### src/rtl/srl_fifo_ctrl_pkg.sv
// Shared constants for the SRL-based short FIFO.
// State encoding and bank geometry.
package srl_fifo_ctrl_pkg;

  localparam int DEPTH  = 16;
  localparam int ADDR_W = 4;

  typedef enum logic {
    EMPTY     = 1'b0,
    NOT_EMPTY = 1'b1
  } state_t;

endpackage

### src/rtl/srl_fifo_ctrl_srl.sv
// srl: 16-deep shift-register bank (SRL16E style), no reset.
// Ports: clk, shift, din[WIDTH], addr[4], dout[WIDTH] (comb from addr).
module srl
  import srl_fifo_ctrl_pkg::*;
#(
  parameter int WIDTH = 18
) (
  input  logic              clk,
  input  logic              shift,
  input  logic [WIDTH-1:0]  din,
  input  logic [ADDR_W-1:0] addr,
  output logic [WIDTH-1:0]  dout
);

  logic [DEPTH-1:0][WIDTH-1:0] mem;

  // Newest word enters at index 0; older words move up.
  always_ff @(posedge clk) begin
    if (shift) begin
      mem <= {mem[DEPTH-2:0], din};
    end
  end

  assign dout = mem[addr];

endmodule

### src/rtl/srl_fifo_ctrl.sv
// srl_fifo_ctrl: sequences an srl bank as a 16-entry FIFO.
// Ports: clk, reset_n, clear, datain/src_rdy_i/dst_rdy_o (write side),
// dataout/src_rdy_o/dst_rdy_i (read side), occupied, space, almost_full.
module srl_fifo_ctrl
  import srl_fifo_ctrl_pkg::*;
#(
  parameter int WIDTH = 18,
  parameter int AFULL = 12
) (
  input  logic             clk,
  input  logic             reset_n,
  input  logic             clear,
  input  logic [WIDTH-1:0] datain,
  input  logic             src_rdy_i,
  output logic             dst_rdy_o,
  output logic [WIDTH-1:0] dataout,
  output logic             src_rdy_o,
  input  logic             dst_rdy_i,
  output logic [4:0]       occupied,
  output logic [4:0]       space,
  output logic             almost_full
);

  state_t            state, state_nxt;
  logic [ADDR_W-1:0] a, a_nxt;
  logic              wr, rd, full;

  assign wr = src_rdy_i & dst_rdy_o;
  assign rd = dst_rdy_i & src_rdy_o;

  // Oldest entry always sits at address a.
  srl #(
    .WIDTH (WIDTH)
  ) u_srl (
    .clk   (clk),
    .shift (wr),
    .din   (datain),
    .addr  (a),
    .dout  (dataout)
  );

  always_ff @(posedge clk or negedge reset_n) begin
    if (!reset_n) begin
      state <= EMPTY;
      a     <= '0;
    end else begin
      state <= state_nxt;
      a     <= a_nxt;
    end
  end

  always_comb begin
    state_nxt = state;
    a_nxt     = a;
    if (clear) begin
      state_nxt = EMPTY;
      a_nxt     = '0;
    end else begin
      case (state)
        EMPTY: begin
          if (wr) state_nxt = NOT_EMPTY;
        end
        NOT_EMPTY: begin
          // Simultaneous wr/rd: shift and pop cancel.
          unique case (1'b1)
            (wr & ~rd): a_nxt = a + 4'd1;
            (rd & ~wr): begin
              if (a == '0) state_nxt = EMPTY;
              else         a_nxt     = a - 4'd1;
            end
            default: ;
          endcase
        end
        default: begin
          state_nxt = EMPTY;
          a_nxt     = '0;
        end
      endcase
    end
  end

  always_comb begin
    full        = (state == NOT_EMPTY) && (a == 4'd15);
    dst_rdy_o   = ~full;
    src_rdy_o   = (state == NOT_EMPTY);
    occupied    = (state == NOT_EMPTY) ? ({1'b0, a} + 5'd1) : 5'd0;
    space       = 5'(DEPTH) - occupied;
    almost_full = (occupied >= 5'(AFULL));
  end

endmodule

### config.mk
export PLATFORM = sky130hd
export DESIGN_NAME = srl_fifo_ctrl
export DESIGN_NICKNAME = d
export VERILOG_FILES = /design/src/rtl/srl_fifo_ctrl_pkg.sv /design/src/rtl/srl_fifo_ctrl_srl.sv /design/src/rtl/srl_fifo_ctrl.sv
export SDC_FILE = /design/constraint.sdc
export NUM_CORES = 1
export LEC_CHECK = 0
export BUFFER_PORTS_ARGS = -buffer_cell sky130_fd_sc_hd__buf_2
export CORE_ASPECT_RATIO = 0.9
export CORE_MARGIN = 2
export CORE_UTILIZATION = 35
export DETAILED_ROUTE_END_ITERATION = 16
export SLEW_MARGIN = 0
export SYNTH_ARGS = -nofsm -noshare
export SYNTH_HDL_FRONTEND = slang
export SYNTH_SLANG_ARGS = --single-unit
### constraint.sdc
create_clock -name clk -period 9.34 [get_ports clk]
set_input_delay 0 -clock clk [delete_from_list [all_inputs] [get_ports clk]]
set_output_delay 0 -clock clk [all_outputs]
set_load 0.05 [all_outputs]
==> qor.csv, run 1 <==
stage,metric,value,unit
outcome,outcome,"finished, final reports clean",
clock_network,cts-buffers-inserted,29,
clock_network,ctsLongestPathBuffers,3,
critical_path,critical_path_buf_inv_count,2,
synth,synth-edff-count,288,
synth,cell_variety_after_synth,31,
sta,setup_violations,0,
grt,gr-total-overflow,0,
sta,worst-slew-pin-transition,1.03,ns
job,maxCapViolCount,0,
layout,layout.cells.most_common,sky130_fd_sc_hd__edfxtp_1,
grt,grt_antenna_before_repair,0,
grt,first_pass_grt_wire_length,33100,um
sta,maxClockFrequency,236,MHz
placed_design,placedCellCount,983,
pwr,power.density_cell_area,219,mW/mm^2
synth,yosysSeqAreaShare,77.0,%
critical_path,timing.critical_path.required,9.49,ns
min_path,hold_path_depth,5,
layout,antenna_cells,0,
drt,totalWireLength,20600,um
clock_network,cts_tree,done,
sta,timing.setup.tns,0,ns
critical_path,r2r-start,a[0]$_DFFE_PN0P_,
pwr,vdd.ir_drop.worst,0.156,mV
placed_design,detail_placement_hpwl,11700,um
critical_path,timing.critical_path.mode_cell,sky130_fd_sc_hd__buf_4,
min_path,hold-path-endpoint,a[0]$_DFFE_PN0P_,
drt,post_drt_via_cell_ratio,5.13,
critical_path,worstSetupEndpointType,register,
clock_network,cts_sinks,293,
layout,layout.cells.non_filler,1058,
min_path,min-delay-path-class,primary input to register,
critical_path,r2r_slack,5.11,ns
synth,async_flop_share,1.71,%
synth,synth.net_count,564,
critical_path,timing.critical_path.from_type,register,
sta,slew_viol_final,0,
synth,avgSynthCellArea,21.2,sq um
drt,drt.antenna.violating_nets,0,
floorplanning,fp.coreArea,0.0320,sq mm
layout,final_nets,647,
drt,drtIter0Drc,641,
critical_path,crit_path_top_delay_cell,sky130_fd_sc_hd__buf_4,
clock_network,cts_root_buffer,sky130_fd_sc_hd__clkbuf_16,
floorplanning,die-width,194,um
clock_network,path_clk_slew,0.06,ns
clock_network,clk_latency,0.53,ns
synth,ys_seq_elements,293,
grt,via_count_of_the_first_global_routing_pass,5683,
critical_path,critPathTopFamily,buffers and inverters,
grt,groute.usage.overall,12.1,%
drt,drc_errors,0,
synth,synth_warnings,0,
layout,highest_count_cells_in_the_layout_ignoring_fill_and_taps,"sky130_fd_sc_hd__edfxtp_1, sky130_fd_sc_hd__mux4_2, sky130_fd_sc_hd__buf_2, sky130_fd_sc_hd__nand2_1, sky130_fd_sc_hd__clkbuf_16",
floorplanning,start_util,35.7,%
sta,fin_crit,4.23,ns
critical_path,critical_path.cell_chain,"ha_1, nand4_2, and2_4, buf_4, buf_4",
critical_path,slowest_delay,0.85,ns
placed_design,io_buffer_count,53,
floorplanning,ios,54,
pwr,leakagePower,0.00440,uW
drt,drt_first_pass_iters,4,
sta,maxSlewHeadroom,31.2,%
layout,post_route_cells_drive_above_1_share,28.0,%
sta,finalHoldViolCount,0,
drt,vias,5427,
critical_path,critPathKind,register to register,
synth,netlist_area_before_placement,0.0114,sq mm
critical_path,reg2reg_depth,5,
placed_design,place.gp.congestion,0.736,
synth,post-synth-top-area-cell,sky130_fd_sc_hd__edfxtp_1,
synth,postSynthCellCount,537,
sta,final_min_period_over_clock_period,45.3,%
clock_network,cts.repair_timing.setup_buffer_count,0,
critical_path,arrival_time_at_the_worst_endpoint,4.38,ns
floorplanning,die_y,175,um
synth,yosys-top-cells-area,"sky130_fd_sc_hd__edfxtp_1, sky130_fd_sc_hd__mux4_2, sky130_fd_sc_hd__nand2_1",
drt,wl_per_cell,19.5,um
floorplanning,num_rows,62,
layout,syn2layout_area_growth,16.2,%
critical_path,timing.critical_path.fanout_max,75,
clock_network,htree_num_levels,1,
synth,post-synth-top-area-fraction,75.9,%
sta,grt_setup_unrepaired,no,
synth,synth_top_flop_cell,sky130_fd_sc_hd__edfxtp_1,
min_path,holdCritStartpoint,src_rdy_i,
floorplanning,die_area,0.0340,sq mm
grt,largest_net_degree_at_the_start_of_global_routing,81,
critical_path,regToRegEndpoint,u_srl.mem[23]$_DFFE_PP_,
sta,clock_skew,0.00922,ns
## cell usage after synthesis, drive strengths merged (2+ instances only)
master and count:
ha 4, nand3 3, nor2b 18, nor2 4, xnor2 4, xor2 3
nand2 41, buf 18, a211oi 19, o21ai 3, edfxtp 288, clkbuf 13
a31oi 19, a21oi 4, inv 8, dfrtp 5, mux4 72, mux2i 2
or3 3
## worst max-delay path by stage
| stage | from | endpoint | slack (ns) | cells past startpoint |
|---|---|---|---|---|
| after floorplan | src_rdy_o$_DFF_PN0_ | a[2]$_DFFE_PN0P_ | 3.39 | 6 |
| after global placement | a[0]$_DFFE_PN0P_ | u_srl.mem[6]$_DFFE_PP_ | 5.29 | 5 |
| after detailed placement | a[0]$_DFFE_PN0P_ | u_srl.mem[7]$_DFFE_PP_ | 4.98 | 5 |
| after CTS | a[0]$_DFFE_PN0P_ | u_srl.mem[6]$_DFFE_PP_ | 5.00 | 5 |
| after global routing | a[0]$_DFFE_PN0P_ | u_srl.mem[90]$_DFFE_PP_ | 4.72 | 5 |
| final | a[0]$_DFFE_PN0P_ | u_srl.mem[23]$_DFFE_PP_ | 5.11 | 5 |
## tightest hold or removal path, stage by stage
cell	delay, ns
sky130_fd_sc_hd__buf_2	0.13
sky130_fd_sc_hd__a211oi_2	0.20
sky130_fd_sc_hd__a31oi_2	0.10
sky130_fd_sc_hd__xnor2_1	0.14
sky130_fd_sc_hd__nor2_1	0.04
## cell type report
type	instances	area [sq um]
sequential	293	8780
inverter	8	30.0
clock inverter	16	178
clock buffer	37	756
timing repair buffer	83	546
tap	416	520
fill	2804	18700
multi-input combinational	205	2430
## power breakdown
part	internal [uW]	leakage (uW)	total (uW)	switching (uW)
registers	1530	0.00288	1570	42.7
logic	71.6	0.00107	172	100
clock network	679	0.000449	1150	470
total	2280	0.00440	2890	613
## logic make-up (layout without fill, tap and decap cells)
kind of cell | Yosys count | count (layout) | synth area share [%]
muxes | 75 | 75 | 14.5
buffers and inverters | 39 | 144 | 1.72
adders and majority gates | 4 | 4 | 0.439
AOI/OAI and AO/OA | 45 | 45 | 2.70
xor gates and xnor gates | 7 | 7 | 0.538
DFF | 293 | 293 | 77.0
and+or+nand+nor | 74 | 74 | 3.10
## flip-flops by register name, summed over array words and instances, names as in the netlist
name	count
u_srl.mem	288
a	4
src_rdy_o	1
## metal layers
| layer | share of wire (%) | vias up | wire, um | global-route usage, % |
|---|---|---|---|---|
| met5 | 0 | - | 0 | 0 |
| met1 | 48 | 2847 | 9890 | 18.7 |
| li1 | - | 2383 | - | - |
| met4 | 2.0 | 0 | 415 | 3.50 |
| met3 | 5.8 | 35 | 1190 | 1.60 |
| met2 | 44 | 162 | 9150 | 18.0 |
## repair_timing
item,CTS,global route
hold endpoints to repair,28,0
hold buffers,22,0
gates resized for setup,0,0
## metrics by stage
stage | util (%) | hold WS (ns) | power, uW | setup WS (ns) | cell area, sq um
3_5_place_dp | 37.8 | -0.172 | 1770 | 4.98 | 12100
5_1_grt | 41.4 | 0.159 | 3000 | 4.72 | 13200
6_report | 41.4 | 0.112 | 2890 | 5.11 | 13200
2_1_floorplan | - | -0.296 | 1720 | 3.39 | 11400
4_1_cts | 41.4 | 0.0984 | 2930 | 5.00 | 13200
3_3_place_gp | 37.8 | -0.177 | 1750 | 5.29 | 12100
No activity file was read; power rests on OpenSTA's default activity.
==> inputs of run 2 (changes only) <==
--- a/config.mk
+++ b/config.mk
@@ -5,6 +5,7 @@
 export SDC_FILE = /design/constraint.sdc
 export NUM_CORES = 1
 export LEC_CHECK = 0
+export ABC_AREA = 1
 export BUFFER_PORTS_ARGS = -buffer_cell sky130_fd_sc_hd__buf_2
 export CORE_ASPECT_RATIO = 0.9
 export CORE_MARGIN = 2
==> constraint.sdc (replaced) <==
create_clock -name clk -period 3.75 [get_ports clk]
set_input_delay 0 -clock clk [delete_from_list [all_inputs] [get_ports clk]]
set_output_delay 0 -clock clk [all_outputs]
set_load 0.05 [all_outputs]
==> run 2 against run 1 <==
Compared with the run above: die area increased by 3.3%; critical path depth increased by 3; critical endpoint is now dataout[4]; register-to-register slack got worse by 4.0 ns; critical path type is now register to output port; area after synthesis increased by 3.4%; largest cell class unchanged; power increased to 2.6 times the previous value; clock skew increased by 0.00091 ns; worst hold slack improved by 0.043 ns.
==> qor.csv, run 2 <==
stage,metric,value,unit,change
placed_design,placed_cell_area,0.0124,sq mm,+2.7%
critical_path,critical_path_buf_inv_count,3,,+1
synth,synth_warnings,0,,unchanged
grt,grt_most_used_layer,met1,,
clock_network,cts_sinks,293,,unchanged
critical_path,crit_path_top_delay_cell,sky130_fd_sc_hd__buf_4,,
drt,vias,7137,,+32%
floorplanning,fp.coreArea,0.0330,sq mm,+3.3%
critical_path,r2r-start,a[0]$_DFFE_PN0P_,,
synth,synth_top_flop_cell,sky130_fd_sc_hd__edfxtp_1,,
sta,fin_crit,3.02,ns,
floorplanning,ios,54,,unchanged
critical_path,regToRegEndpoint,u_srl.mem[113]$_DFFE_PP_,,
clock_network,htree_num_levels,1,,unchanged
pwr,share_seq_of_total_power,52.3,%,-2.0 points
min_path,min-delay-path-class,primary input to register,,
pwr,p_int,5780,uW,+150%
placed_design,place.gp.congestion,0.736,,about the same
critical_path,slowest_delay,0.81,ns,-0.04 ns
drt,drc_errors,0,,unchanged
grt,grt_antenna_before_repair,0,,unchanged
layout,syn2layout_area_growth,15.8,%,
clock_network,cts-buffers-inserted,29,,unchanged
critical_path,critical_path.cell_chain,"buf_4, o21ai_0, o22ai_1, nand2_1, nand2_1, inv_1, nand2_1, buf_2",,
pwr,combinationalPowerShare,7.0,%,+1.1 points
synth,post-synth-top-area-fraction,73.4,%,-2.5 points
grt,grt_use_met2,18.6,%,+0.59 points
critical_path,cp.depth,8,,+3
pwr,power.density_cell_area,546,mW/mm^2,+150%
grt,via_count_of_the_first_global_routing_pass,6812,,+20%
grt,global_route.usage.met1,19.5,%,+0.82 points
synth,avgSynthCellArea,12.7,sq um,-40%
critical_path,r2r_slack,1.15,ns,-3.96 ns
synth,ys_seq_elements,293,,unchanged
grt,first_pass_grt_wire_length,36400,um,+9.8%
pwr,vdd.ir_drop.worst,0.352,mV,+130%
synth,netlist_top_cells_count,"sky130_fd_sc_hd__edfxtp_1, sky130_fd_sc_hd__nor2_1, sky130_fd_sc_hd__o21ai_0, sky130_fd_sc_hd__nand2_1",,
layout,register_area,0.00878,sq mm,unchanged
sta,maxClockFrequency,331,MHz,
synth,synth-edff-count,288,,unchanged
critical_path,timing.critical_path.from_type,register,,
layout,final_nets,1014,,+57%
sta,setup_violations,0,,unchanged
layout,top_reg_by_flops,u_srl.mem,,
sta,grt_setup_unrepaired,no,,
sta,slew_viol_final,0,,unchanged
floorplanning,die_y,178,um,+1.6%
pwr,leakagePower,0.00493,uW,+12%
pwr,power.share.switching,22.4,%,+1.2 points
layout,antenna_cells,0,,unchanged
layout,multi_input_area,0.00259,sq mm,+6.8%
drt,drt.antenna.violating_nets,0,,unchanged
synth,yosysSeqAreaShare,74.5,%,-2.5 points
outcome,outcome,"finished, final reports clean",,
clock_network,ctsLongestPathBuffers,3,,unchanged
drt,totalWireLength,22500,um,+8.8%
layout,post_route_cells_drive_above_1_share,12.3,%,-16 points
layout,final_design_area_no_fill,0.0136,sq mm,+3.1%
sta,worst-slew-pin-transition,1.08,ns,+0.0455 ns
pwr,design_power_total,7450,uW,+160%
sta,clock_skew,0.0101,ns,+0.000906 ns
synth,cell_variety_after_synth,29,,-6.5%
placed_design,io_buffer_count,53,,unchanged
synth,synth_most_common_cell,sky130_fd_sc_hd__edfxtp_1,,
critical_path,timing.critical_path.required,3.75,ns,-5.74 ns
pwr,pwr-share-clk,40.7,%,+1.0 points
critical_path,critPathTopFamily,buffers and inverters,,
synth,postSynthCellCount,926,,+72%
clock_network,cts_root_buffer,sky130_fd_sc_hd__clkbuf_16,,
critical_path,arrival_time_at_the_worst_endpoint,3.02,ns,-1.36 ns
floorplanning,num_rows,63,,+1.6%
floorplanning,die_area,0.0351,sq mm,+3.3%
grt,grt.met3_usage,1.51,%,-0.089 points
sta,maxSlewHeadroom,28.2,%,-3.0 points
critical_path,worstSetupEndpointType,output port,,
drt,post_drt_via_cell_ratio,4.99,,-2.8%
synth,yosys-top-cells-area,"sky130_fd_sc_hd__edfxtp_1, sky130_fd_sc_hd__o21ai_0, sky130_fd_sc_hd__nor2_1",,
grt,groute.usage.overall,12.6,%,+0.48 points
floorplanning,die-width,197,um,+1.6%
synth,synth.net_count,953,,+69%
critical_path,timing.critical_path.from,a[1]$_DFFE_PN0P_,,
clock_network,cts_tree,done,,
synth,post-synth-top-area-cell,sky130_fd_sc_hd__edfxtp_1,,
grt,largest_net_degree_at_the_start_of_global_routing,181,,+120%
critical_path,reg2reg_depth,5,,unchanged
synth,async_flop_share,1.71,%,unchanged
layout,nFillCells,3070,,+9.5%
job,maxCapViolCount,0,,unchanged
critical_path,timing.critical_path.mode_cell,sky130_fd_sc_hd__nand2_1,,
drt,drtIter0Drc,732,,+14%
pwr,netSwitchingPower,1670,uW,+170%
drt,drt_first_pass_iters,5,,+1
layout,layout.cells.most_common,sky130_fd_sc_hd__edfxtp_1,,
critical_path,critPathCapture,dataout[4],,
synth,netlist_area_before_placement,0.0118,sq mm,+3.4%
critical_path,critPathKind,register to output port,,
clock_network,clk_latency,0.54,ns,about the same
drt,wl_per_cell,15.7,um,-20%
clock_network,path_clk_slew,0.06,ns,about the same
grt,gr-total-overflow,0,,unchanged
placed_design,detail_placement_hpwl,12200,um,+4.4%
layout,largest_reg_flops,288,,unchanged
sta,final_min_period_over_clock_period,80.5,%,
floorplanning,start_util,35.7,%,about the same
layout,highest_count_cells_in_the_layout_ignoring_fill_and_taps,"sky130_fd_sc_hd__edfxtp_1, sky130_fd_sc_hd__nor2_1, sky130_fd_sc_hd__o21ai_0, sky130_fd_sc_hd__nand2_1, sky130_fd_sc_hd__buf_2",,
critical_path,timing.critical_path.fanout_max,101,,+35%
sta,finalHoldViolCount,0,,unchanged
==> run 2: cell types whose count changed in the layout (fill, tap and decap cells not counted), moves of 9 or more <==
cell / change
sky130_fd_sc_hd__o22ai_1: +36
sky130_fd_sc_hd__nand3_1: +22
sky130_fd_sc_hd__mux4_2: -72
sky130_fd_sc_hd__o21ai_1: +9
sky130_fd_sc_hd__a31oi_1: -18
sky130_fd_sc_hd__inv_1: +19
sky130_fd_sc_hd__nor2_1: +184
sky130_fd_sc_hd__nand2_1: +41
sky130_fd_sc_hd__o211ai_1: +36
sky130_fd_sc_hd__o21ai_0: +146
sky130_fd_sc_hd__nor2b_1: -18
sky130_fd_sc_hd__a211oi_1: -18
==> run 2: how the worst min path moves through the flow <==
stage / start / slack (ns) / cells after the start / endpoint
floorplan: reset_n / -0.30 / 0 / a[0]$_DFFE_PN0P_
global placement: reset_n / -0.16 / 1 / a[0]$_DFFE_PN0P_
detailed placement: reset_n / -0.16 / 1 / a[3]$_DFFE_PN0P_
CTS: datain[3] / 0.14 / 2 / u_srl.mem[3]$_DFFE_PP_
global route: datain[3] / 0.15 / 2 / u_srl.mem[3]$_DFFE_PP_
finish: datain[3] / 0.15 / 2 / u_srl.mem[3]$_DFFE_PP_
==> run 2: logic make-up (layout without fill, tap and decap cells) <==
group	after synthesis	in the layout	share of synthesized area, %
buf+inv	89	172	3.52
fa+ha+maj	4	4	0.425
simple gates	305	305	10.3
flops	293	293	74.5
compound gates	233	233	11.1
xor+xnor	2	2	0.149
==> run 2: cell type report <==
class | instances | share of cell area [%]
Inverter | 31 | 0.899
Multi-Input combinational cell | 544 | 19.0
Clock inverter | 19 | 1.83
Tap cell | 422 | 3.87
Sequential cell | 293 | 64.4
Clock buffer | 34 | 5.46
Timing Repair Buffer | 88 | 4.59
==> run 2: power by group through the flow <==
stage	clock (uW)	sequential [uW]	combinational (uW)
2_1_floorplan	0	3950	381
3_3_place_gp	0	3950	505
3_5_place_dp	0	3960	507
4_1_cts	3100	3890	529
5_1_grt	3220	3920	575
6_report	3030	3900	523
==> run 2: worst register-to-register path, cell delays in order (launching register included) <==
cell and delay, ns:
sky130_fd_sc_hd__dfrtp_4 0.74, sky130_fd_sc_hd__ha_1 0.26, sky130_fd_sc_hd__nand2_1 0.11, sky130_fd_sc_hd__o21ai_4 0.29, sky130_fd_sc_hd__clkinvlp_4 0.21, sky130_fd_sc_hd__buf_12 0.25
==> run 2: metrics by stage <==
| step | util, % | hold WS (ns) | setup TNS, ns | setup slack [ns] | instances |
|---|---|---|---|---|---|
| 2_1_floorplan | - | -0.296 | -559.41 | -1.94 | 926 |
| 3_3_place_gp | 37.6 | -0.158 | 0 | 1.27 | 1354 |
| 3_5_place_dp | 37.6 | -0.164 | 0 | 1.20 | 1354 |
| 4_1_cts | 41.3 | 0.141 | 0 | 0.709 | 1431 |
| 5_1_grt | 41.3 | 0.149 | 0 | 0.506 | 1431 |
| 6_report | 41.3 | 0.154 | 0 | 0.732 | 1431 |
==> run 2: layer usage <==
metal  wire length, um  vias to the layer above
li1                  -                     3473
met1             11300                     3462
met2              9660                      169
met3              1060                       33
met4               448                        0
met5                 0                        -
==> run 2: repair_timing <==
item | 4_1_cts | 5_1_grt
buffers inserted | 0 | 0
gates resized for setup | 0 | 0
hold endpoints to repair | 28 | 0
hold buffers | 24 | 0
